`src/rtl/keypad_scanner.sv`:
```
// -----------------------------------------------------------------------------
// keypad_scanner
//
// Scans a 4x4 active-low matrix keypad, synchronizes and debounces the row
// returns and turns each accepted press into a one-cycle strobe carrying the
// calculator key code (0-9 digits, 10 equal, 11 AC, 12 plus, 13 minus,
// 14 mult, 15 div).
//
// Parameters
//   SCAN_DIV        : cycles each column is driven low (>= 4)
//   DEBOUNCE_CYCLES : consecutive stable cycles to accept a press/release (>= 2)
//
// Ports
//   clk        : system clock, rising edge
//   reset      : asynchronous active-high reset, clears all state
//   rows       : row returns, active-low, asynchronous to clk
//   cols       : column drive, active-low, one-hot-low, registered
//   kbEN       : one-cycle strobe, a new key was accepted
//   pressedkey : code of the last accepted key, updated with kbEN
// -----------------------------------------------------------------------------
module keypad_scanner #(
    parameter int SCAN_DIV        = 1000,
    parameter int DEBOUNCE_CYCLES = 10000
) (
    input  logic       clk,
    input  logic       reset,
    input  logic [3:0] rows,
    output logic [3:0] cols,
    output logic       kbEN,
    output logic [3:0] pressedkey
);

    localparam int SCAN_W = $clog2(SCAN_DIV);
    localparam int DB_W   = $clog2(DEBOUNCE_CYCLES + 1);

    localparam logic [SCAN_W-1:0] SCAN_LAST = SCAN_W'(SCAN_DIV - 1);
    localparam logic [DB_W-1:0]   DB_MAX    = DB_W'(DEBOUNCE_CYCLES);
    localparam logic [DB_W-1:0]   DB_LAST   = DB_W'(DEBOUNCE_CYCLES - 1);

    typedef enum logic [1:0] {
        SCAN         = 2'd0,
        DEBOUNCE     = 2'd1,
        WAIT_RELEASE = 2'd2
    } state_t;

    // Key code for a (row, column) position of the matrix.
    function automatic logic [3:0] key_code(input logic [1:0] r, input logic [1:0] c);
        logic [3:0] code;
        case ({r, c})
            4'b00_00: code = 4'd1;
            4'b00_01: code = 4'd2;
            4'b00_10: code = 4'd3;
            4'b00_11: code = 4'd12;
            4'b01_00: code = 4'd4;
            4'b01_01: code = 4'd5;
            4'b01_10: code = 4'd6;
            4'b01_11: code = 4'd13;
            4'b10_00: code = 4'd7;
            4'b10_01: code = 4'd8;
            4'b10_10: code = 4'd9;
            4'b10_11: code = 4'd14;
            4'b11_00: code = 4'd11;
            4'b11_01: code = 4'd0;
            4'b11_10: code = 4'd10;
            default:  code = 4'd15;
        endcase
        return code;
    endfunction

    // Lowest-index row that is pulled low; lowest row wins within a column.
    function automatic logic [1:0] lowest_low_row(input logic [3:0] rv);
        logic [1:0] r;
        if (!rv[0])      r = 2'd0;
        else if (!rv[1]) r = 2'd1;
        else if (!rv[2]) r = 2'd2;
        else             r = 2'd3;
        return r;
    endfunction

    // Saturating increment: the debounce/release counter never wraps.
    function automatic logic [DB_W-1:0] db_inc(input logic [DB_W-1:0] v);
        return (v == DB_MAX) ? v : v + DB_W'(1);
    endfunction

    // Registers
    logic [3:0]        sync1_q, sync1_d;
    logic [3:0]        rs_q, rs_d;
    state_t            state_q, state_d;
    logic [1:0]        col_q, col_d;
    logic [3:0]        cols_q, cols_d;
    logic [SCAN_W-1:0] scan_cnt_q, scan_cnt_d;
    logic [DB_W-1:0]   cnt_q, cnt_d;
    logic [1:0]        row_q, row_d;
    logic              kb_en_q, kb_en_d;
    logic [3:0]        key_q, key_d;

    // Next-state and output logic
    always_comb begin
        sync1_d    = rows;
        rs_d       = sync1_q;
        state_d    = state_q;
        col_d      = col_q;
        scan_cnt_d = scan_cnt_q;
        cnt_d      = cnt_q;
        row_d      = row_q;
        kb_en_d    = 1'b0;
        key_d      = key_q;

        case (state_q)
            SCAN: begin
                if (scan_cnt_q == SCAN_LAST) begin
                    // Sample point: the synchronizer has settled on this column.
                    if (rs_q != 4'hF) begin
                        row_d   = lowest_low_row(rs_q);
                        cnt_d   = '0;
                        state_d = DEBOUNCE;
                    end else begin
                        col_d      = col_q + 2'd1;
                        scan_cnt_d = '0;
                    end
                end else begin
                    scan_cnt_d = scan_cnt_q + SCAN_W'(1);
                end
            end

            DEBOUNCE: begin
                if (rs_q[row_q]) begin
                    // Bounce: abandon this key and continue the scan.
                    state_d    = SCAN;
                    col_d      = col_q + 2'd1;
                    scan_cnt_d = '0;
                end else if (cnt_q >= DB_LAST) begin
                    // This low cycle brings the count to DEBOUNCE_CYCLES.
                    kb_en_d = 1'b1;
                    key_d   = key_code(row_q, col_q);
                    cnt_d   = '0;   // counter is reused for the release count
                    state_d = WAIT_RELEASE;
                end else begin
                    cnt_d = db_inc(cnt_q);
                end
            end

            WAIT_RELEASE: begin
                if (rs_q == 4'hF) begin
                    if (cnt_q >= DB_LAST) begin
                        state_d    = SCAN;
                        col_d      = col_q + 2'd1;
                        scan_cnt_d = '0;
                        cnt_d      = '0;
                    end else begin
                        cnt_d = db_inc(cnt_q);
                    end
                end else begin
                    // Any key still down on the frozen column restarts release.
                    cnt_d = '0;
                end
            end

            default: begin
                state_d    = SCAN;
                scan_cnt_d = '0;
                cnt_d      = '0;
            end
        endcase

        cols_d = ~(4'b0001 << col_d);
    end

    always_ff @(posedge clk or posedge reset) begin
        if (reset) begin
            sync1_q    <= 4'hF;
            rs_q       <= 4'hF;
            state_q    <= SCAN;
            col_q      <= 2'd0;
            cols_q     <= 4'b1110;
            scan_cnt_q <= '0;
            cnt_q      <= '0;
            row_q      <= 2'd0;
            kb_en_q    <= 1'b0;
            key_q      <= 4'd0;
        end else begin
            sync1_q    <= sync1_d;
            rs_q       <= rs_d;
            state_q    <= state_d;
            col_q      <= col_d;
            cols_q     <= cols_d;
            scan_cnt_q <= scan_cnt_d;
            cnt_q      <= cnt_d;
            row_q      <= row_d;
            kb_en_q    <= kb_en_d;
            key_q      <= key_d;
        end
    end

    assign cols       = cols_q;
    assign kbEN       = kb_en_q;
    assign pressedkey = key_q;

endmodule

```
`config.mk`:
```
export PLATFORM = sky130hd
export DESIGN_NAME = keypad_scanner
export DESIGN_NICKNAME = d
export VERILOG_FILES = /design/src/rtl/keypad_scanner.sv
export SDC_FILE = /design/constraint.sdc
export NUM_CORES = 1
export LEC_CHECK = 0
export CAP_MARGIN = 20
export CORE_MARGIN = 2
export CORE_UTILIZATION = 43
export DETAILED_ROUTE_END_ITERATION = 12
export GPL_TIMING_DRIVEN = 0
export PLACE_DENSITY = 0.57
export SLEW_MARGIN = 20
export SYNTH_ARGS = -nofsm -noshare
export SYNTH_HDL_FRONTEND = slang
export SYNTH_SLANG_ARGS = --single-unit
```
`constraint.sdc`:
```
create_clock -name clk -period 2.8 [get_ports clk]
set_input_delay 0.28 -clock clk [delete_from_list [all_inputs] [get_ports clk]]
set_output_delay 0.28 -clock clk [all_outputs]
set_load 0.05 [all_outputs]
```
==> impl_metrics.json, run 1 <==
{
  "outcome": "complete, no violations",
  "min_period_over_period_pct": 88.3,
  "synth_area_leaders": "dfrtp_1 32%, dfstp_2 10%, ha_1 4.9%",
  "antenna_cells": 0,
  "fin_hold_ws_ns": 0.307,
  "cp-endpoint": "col_q[0]",
  "synth_top_area_share_pct": 31.8,
  "post_cts_resized": 0,
  "initial_core_util_pct": 44.6,
  "startpoint": "rs_q[0]",
  "r2r_slack_ns": 0.33,
  "hold_path.class": "in2async",
  "pin_count": 15,
  "htree_levels": 2,
  "die-height_microns": 85.2,
  "netlist_instances": 281,
  "relSlewSlack_pct": 56.2,
  "viasPerCell": 5.71,
  "rsz0062_at_grt": "no",
  "clock_path_buffers": 2,
  "fin_worst_skew_ns": 0.0122,
  "async_flop_share_pct": 100,
  "powerDensity_nw_per_um2": 383,
  "vias": 2175,
  "path_clk_slew_ns": 0.09,
  "ir_drop_mv": 0.215,
  "leakagePower_nw": 1.31,
  "grt_pass1_wl_microns": 10500,
  "grt_use_total_pct": 17.9,
  "tightest_slew_ns": 0.648,
  "r2r_end": "col_q[0]",
  "first_global_vias": 2216,
  "critPathLaunchType": "flop",
  "die_w_microns": 85.2,
  "yosys_warnings": 0,
  "wl_met3_microns": 158,
  "synth.cell_area_sq_um": 2830,
  "post-dp-hpwl_microns": 4230,
  "route.met2.wl_microns": 2890,
  "gp_congestion": 0.808,
  "nets": 320,
  "finalHoldViolCount": 0,
  "cts_tree": "built",
  "required_ns": 3.00,
  "postRouteAntennaNets": 0,
  "design_area_sq_um": 3200,
  "crit_fanout": 9,
  "synth_cell_type_count": 59,
  "area_growth_pct": 12.9,
  "syn_area_per_cell_sq_um": 10.1,
  "worstSkewPairLatency_ns": 0.31,
  "dpl_cell_area_sq_um": 3090,
  "cts-root-buf": "clkbuf_8",
  "ys_ff_latch": 47,
  "ctsHoldBuffers": 0,
  "drive_gt1_share_pct": 16.8,
  "cp-end-kind": "flop",
  "drv_cap": 0,
  "cp_cell_sequence": "nand4_1, o41ai_4, nor3b_2, nand2_1, mux2_2",
  "drv_slew": 0,
  "drc": 0,
  "fin_crit_ns": 2.47,
  "io_buffers": 14,
  "final_util_pct": 50.4,
  "fp.dieArea_sq_um": 7260,
  "arrival_ns": 2.67,
  "synth_edf_count": 0,
  "setup_tns_ns": 0,
  "gr-total-overflow": 0,
  "wl_met1_microns": 2810,
  "r2r_cells": 5,
  "max_clock_freq_mhz": 404,
  "post-cts-setup-buffers": 0,
  "design.core.area_sq_um": 6350,
  "cts_buffers": 5,
  "grt_start_max_net_pins": 27,
  "critPathKind": "reg2reg",
  "critPathMaxStageDelay_ns": 0.73,
  "antenna_found_initial": 0,
  "setup_viol": 0,
  "ys.flop_type": "dfrtp_1",
  "firstDrtPassIters": 4,
  "synth_top_area_cell": "dfrtp_1",
  "routed.top_layer": "met4",
  "seq_area_frac_synth_pct": 42.0,
  "syn-num-nets": 298,
  "drtIter0Drc": 82,
  "r2r-start": "rs_q[0]",
  "crit_slowest_cell": "o41ai_4",
  "fillers": 583,
  "routed_wl_microns": 5930,
  "rows": 29,
  "clock_sinks": 47,
  "wl_per_cell_microns": 15.6
}
==> state kept, by name, summed over array words and instances, names as in the netlist <==
register	count
pressedkey	4
state_q	2
rs_d	4
kbEN	1
cols	4
row_q	2
cnt_q	14
rs_q	4
scan_cnt_q	10
col_q	2
==> stage by stage <==
step	total power (W)	worst slack, ns	cells
2_1_floorplan	0.000718	0.696	281
3_3_place_gp	0.000731	0.319	372
3_5_place_dp	0.000735	0.351	373
4_1_cts	0.00125	0.327	381
5_1_grt	0.00128	0.170	381
6_report	0.00123	0.328	381
==> layer usage <==
layer	vias up	track usage, %
met5	-	0
met4	0	5.63
met3	7	2.72
met2	27	30.0
met1	1052	23.9
li1	1089	-
==> worst max-delay path: cells and delay by family (launching register included) <==
family | cells | cell delay [ns]
compound gates | 1 | 0.73
simple gates | 3 | 0.76
mux | 1 | 0.30
flops | 1 | 0.57
==> synth_stat cells, types with 4 or more instances <==
cell type	number
and3_1	11
nor2_1	21
buf_2	4
dfstp_2	11
xnor2_1	8
a31oi_1	6
dfrtp_1	36
nand2_1	21
o2111a_1	4
nor4_1	6
nand3_1	9
a21oi_1	15
and2_1	5
ha_1	11
a211oi_1	5
clkbuf_1	5
inv_1	13
o21ai_0	9
o31ai_1	11
nor4_2	6
nor3_1	7
or3_1	4
==> layout make-up <==
class                   instances  area [sq um]  area share [%]
plain buffers                  14          87.6            2.74
flip-flops and latches         47          1190            37.2
repair buffers                 15           160            5.00
inverters                      13          48.8            1.52
clock buffers                   6          72.6            2.27
clock inverters                 2          37.5            1.17
multi-input cells             207          1510            47.1
well taps                      77          96.3            3.01
==> how the worst min path moves through the flow <==
stage / slack (ns) / cells after the start / start / endpoint
floorplan: 0.28 / 0 / rows[0] / rs_d[0]
global placement: 0.35 / 0 / rs_d[0] / rs_q[0]
detailed placement: 0.35 / 0 / rs_d[0] / rs_q[0]
CTS: 0.32 / 2 / reset / cnt_q[10]
global route: 0.36 / 2 / reset / cnt_q[10]
finish: 0.31 / 2 / reset / cnt_q[10]
==> logic make-up (layout without fill, tap and decap cells) <==
| kind of cell | count (synthesis) | in the layout | synth area share, % |
|---|---|---|---|
| AND/OR/NAND/NOR | 106 | 106 | 21.8 |
| AO/OA/AOI/OAI | 74 | 74 | 20.8 |
| flip-flops | 47 | 47 | 42.0 |
| buffers and inverters | 27 | 50 | 4.81 |
| adder cells (fa/ha/maj) | 11 | 11 | 4.86 |
| XOR/XNOR | 9 | 9 | 2.78 |
| multiplexers | 7 | 7 | 3.05 |
==> power by group <==
group	switching, W	internal [W]	total, W	leakage (nW)
Combinational	0.0000168	0.0000109	0.0000277	0.650
Clock	0.000240	0.000267	0.000507	0.0514
Sequential	0.00000346	0.000689	0.000693	0.604
==> layout by cell type, fill, tap and decap left out, types with 3 or more instances in the layout <==
cell             instances
dfrtp_1                 36
nor4_2                   6
nor4_1                   6
or3_1                    4
clkbuf_1                 6
xnor2_1                  8
buf_2                    4
nor3_1                   7
a211oi_1                 5
nand4_1                  3
clkbuf_8                 5
mux2i_1                  3
buf_6                    3
inv_1                   12
a31oi_1                  6
a21oi_1                 15
clkdlybuf4s50_1         14
nor2_1                  21
o31ai_1                 11
nand2_1                 21
and2_1                   5
o2111a_1                 4
dfstp_2                 11
o21ai_0                  9
ha_1                    11
nand3_1                  9
and3_1                  11
(Power assumes the default switching activity.)
==> run 2, diff against run 1 <==
- CTS_CLUSTER_SIZE: default -> 14
- clock period: 2.8 -> 3.1 ns (I/O delays scaled with it)
==> results of run 2 <==
The final DEF is identical to that of run 1. Status: complete, no violations.
Main changes from that run: setup slack after placement 0.351 ns -> 0.651 ns; setup slack after layout 0.328 ns -> 0.628 ns; hold slack 0.307 ns -> 0.337 ns; register-to-register setup slack 0.33 ns -> 0.63 ns; total power 0.00123 W -> 0.00111 W; worst IR drop on VDD 0.215 mV -> 0.194 mV
==> run 3, diff against run 2 <==
- clock period: 3.1 -> 2.6 ns (I/O delays scaled with it)
==> impl_metrics.json, run 3 (same netlist as run 1, synthesis figures left out) <==
{
  "ir_drop_mv": 0.232,
  "hold_path.class": "in2async",
  "leakagePower_nw": 1.31,
  "setup_ws_ns": 0.187,
  "post-dp-hpwl_microns": 4230,
  "crit_fanout": 9,
  "design_area_sq_um": 3200,
  "drive_gt1_share_pct": 16.8,
  "final_common_cell": "dfrtp_1",
  "dpl_cell_area_sq_um": 3090,
  "pin_count": 15,
  "crit_slowest_cell": "o41ai_4",
  "grt_use_total_pct": 17.9,
  "routed_wl_microns": 5940,
  "cp_cell_sequence": "nand4_1, o41ai_4, nor3b_2, nand2_1, mux2_2",
  "power.total_w": 0.00132,
  "path_clk_slew_ns": 0.09,
  "cts_buffers": 5,
  "fin_worst_skew_ns": 0.0121,
  "worstSkewPairLatency_ns": 0.31,
  "postRouteAntennaNets": 0,
  "drv_cap": 0,
  "setup_viol": 0,
  "crit_family": "simple AND/OR/NAND/NOR gates",
  "critPathMaxStageDelay_ns": 0.68,
  "finalNonFillerCells": 381,
  "seqCellArea_sq_um": 1190,
  "die_w_microns": 85.2,
  "die-height_microns": 85.2,
  "dpl.cell_count": 373,
  "relSlewSlack_pct": 56.2,
  "path_buf_inv": 0,
  "largest-register": "cnt_q",
  "critPathLaunchType": "flop",
  "clock_sinks": 47,
  "design.core.area_sq_um": 6350,
  "gp_congestion": 0.808,
  "firstDrtPassIters": 4,
  "rows": 29,
  "viasPerCell": 5.69,
  "cts-root-buf": "clkbuf_8",
  "area_growth_pct": 12.9,
  "antenna_found_initial": 0,
  "gr-total-overflow": 0,
  "rsz0062_at_grt": "no",
  "largest_reg_flops": 14,
  "power_frac_seq_pct": 56.4,
  "antenna_cells": 0,
  "switching_share_pct": 21.3,
  "outcome": "complete, no violations",
  "cp-end-kind": "flop",
  "arrival_ns": 2.62,
  "grt_use_met2_pct": 30.0,
  "powerDensity_nw_per_um2": 413,
  "wl_per_cell_microns": 15.6,
  "cts_tree": "built",
  "tightest_slew_ns": 0.648,
  "use_met1_pct": 23.9,
  "clock_path_buffers": 2,
  "grt_start_max_net_pins": 27,
  "use_met3_pct": 2.72,
  "htree_levels": 2,
  "reg_top3": "cnt_q x14, scan_cnt_q x10",
  "first_global_vias": 2216,
  "multiInputGateArea_sq_um": 1510,
  "io_buffers": 14,
  "combinationalPowerShare_pct": 2.2,
  "top_usage_layer": "met2",
  "clkPwrFrac_pct": 41.4,
  "place_ws_ns": 0.151,
  "fillers": 583,
  "required_ns": 2.81,
  "drv_slew": 0,
  "critPathKind": "reg2reg",
  "drc": 0,
  "fp.dieArea_sq_um": 7260,
  "fin_crit_ns": 2.41,
  "power.internal_w": 0.00104,
  "final_cell_mix": "36 x dfrtp_1, 21 x nand2_1, 21 x nor2_1",
  "switchingPower_w": 0.000281,
  "min_period_over_period_pct": 92.8,
  "post_cts_resized": 0,
  "grt_pass1_wl_microns": 10500,
  "drtIter0Drc": 106,
  "max_clock_freq_mhz": 414,
  "vias": 2168,
  "initial_core_util_pct": 44.6,
  "post-cts-setup-buffers": 0,
  "ctsHoldBuffers": 0,
  "finalHoldViolCount": 0,
  "nets": 320,
  "setup_tns_ns": 0
}
run 3: layer usage:
layer / vias to the layer above / routed length, microns / share of wire (%)
li1: 1089 / - / -
met2: 13 / 2870 / 48
met1: 1060 / 2890 / 49
met4: 0 / 72 / 1.2
met5: - / 0 / 0
met3: 6 / 107 / 1.8
run 3: final cells by class:
type / count / area share, %
plain buffers: 14 / 2.74
flip-flops and latches: 47 / 37.2
clock buffers: 6 / 2.27
inverters: 13 / 1.52
repair buffers: 15 / 5.00
well taps: 77 / 3.01
clock inverters: 2 / 1.17
multi-input cells: 207 / 47.1
run 3: metrics by stage:
step                      utilization [%]  hold slack (ns)
after floorplan                         -            0.264
after global placement               48.4            0.346
after global routing                 50.4            0.339
final                                50.4            0.283
after CTS                            50.4            0.299
after detailed placement             48.7            0.347
run 3: power by group through the flow:
| stage | logic, W | clock network [W] | registers, W |
|---|---|---|---|
| after floorplan | 0.0000145 | 0 | 0.000759 |
| after global placement | 0.0000272 | 0 | 0.000760 |
| after detailed placement | 0.0000317 | 0 | 0.000760 |
| after CTS | 0.0000315 | 0.000565 | 0.000746 |
| after global routing | 0.0000344 | 0.000593 | 0.000747 |
| final | 0.0000297 | 0.000547 | 0.000746 |
run 3: final timing paths:
check / startpoint / endpoint / slack (ns) / cells past startpoint
max: rs_q[0] / col_q[0] / 0.19 / 5
max reg2reg: rs_q[0] / col_q[0] / 0.19 / 5
max in group asynchronous: reset / cols[3] / 1.74 / 3
min reg2reg: rs_d[0] / rs_q[0] / 0.36 / 0
min: reset / cnt_q[10] / 0.28 / 2
min in group clk: rows[0] / rs_d[0] / 0.35 / 1
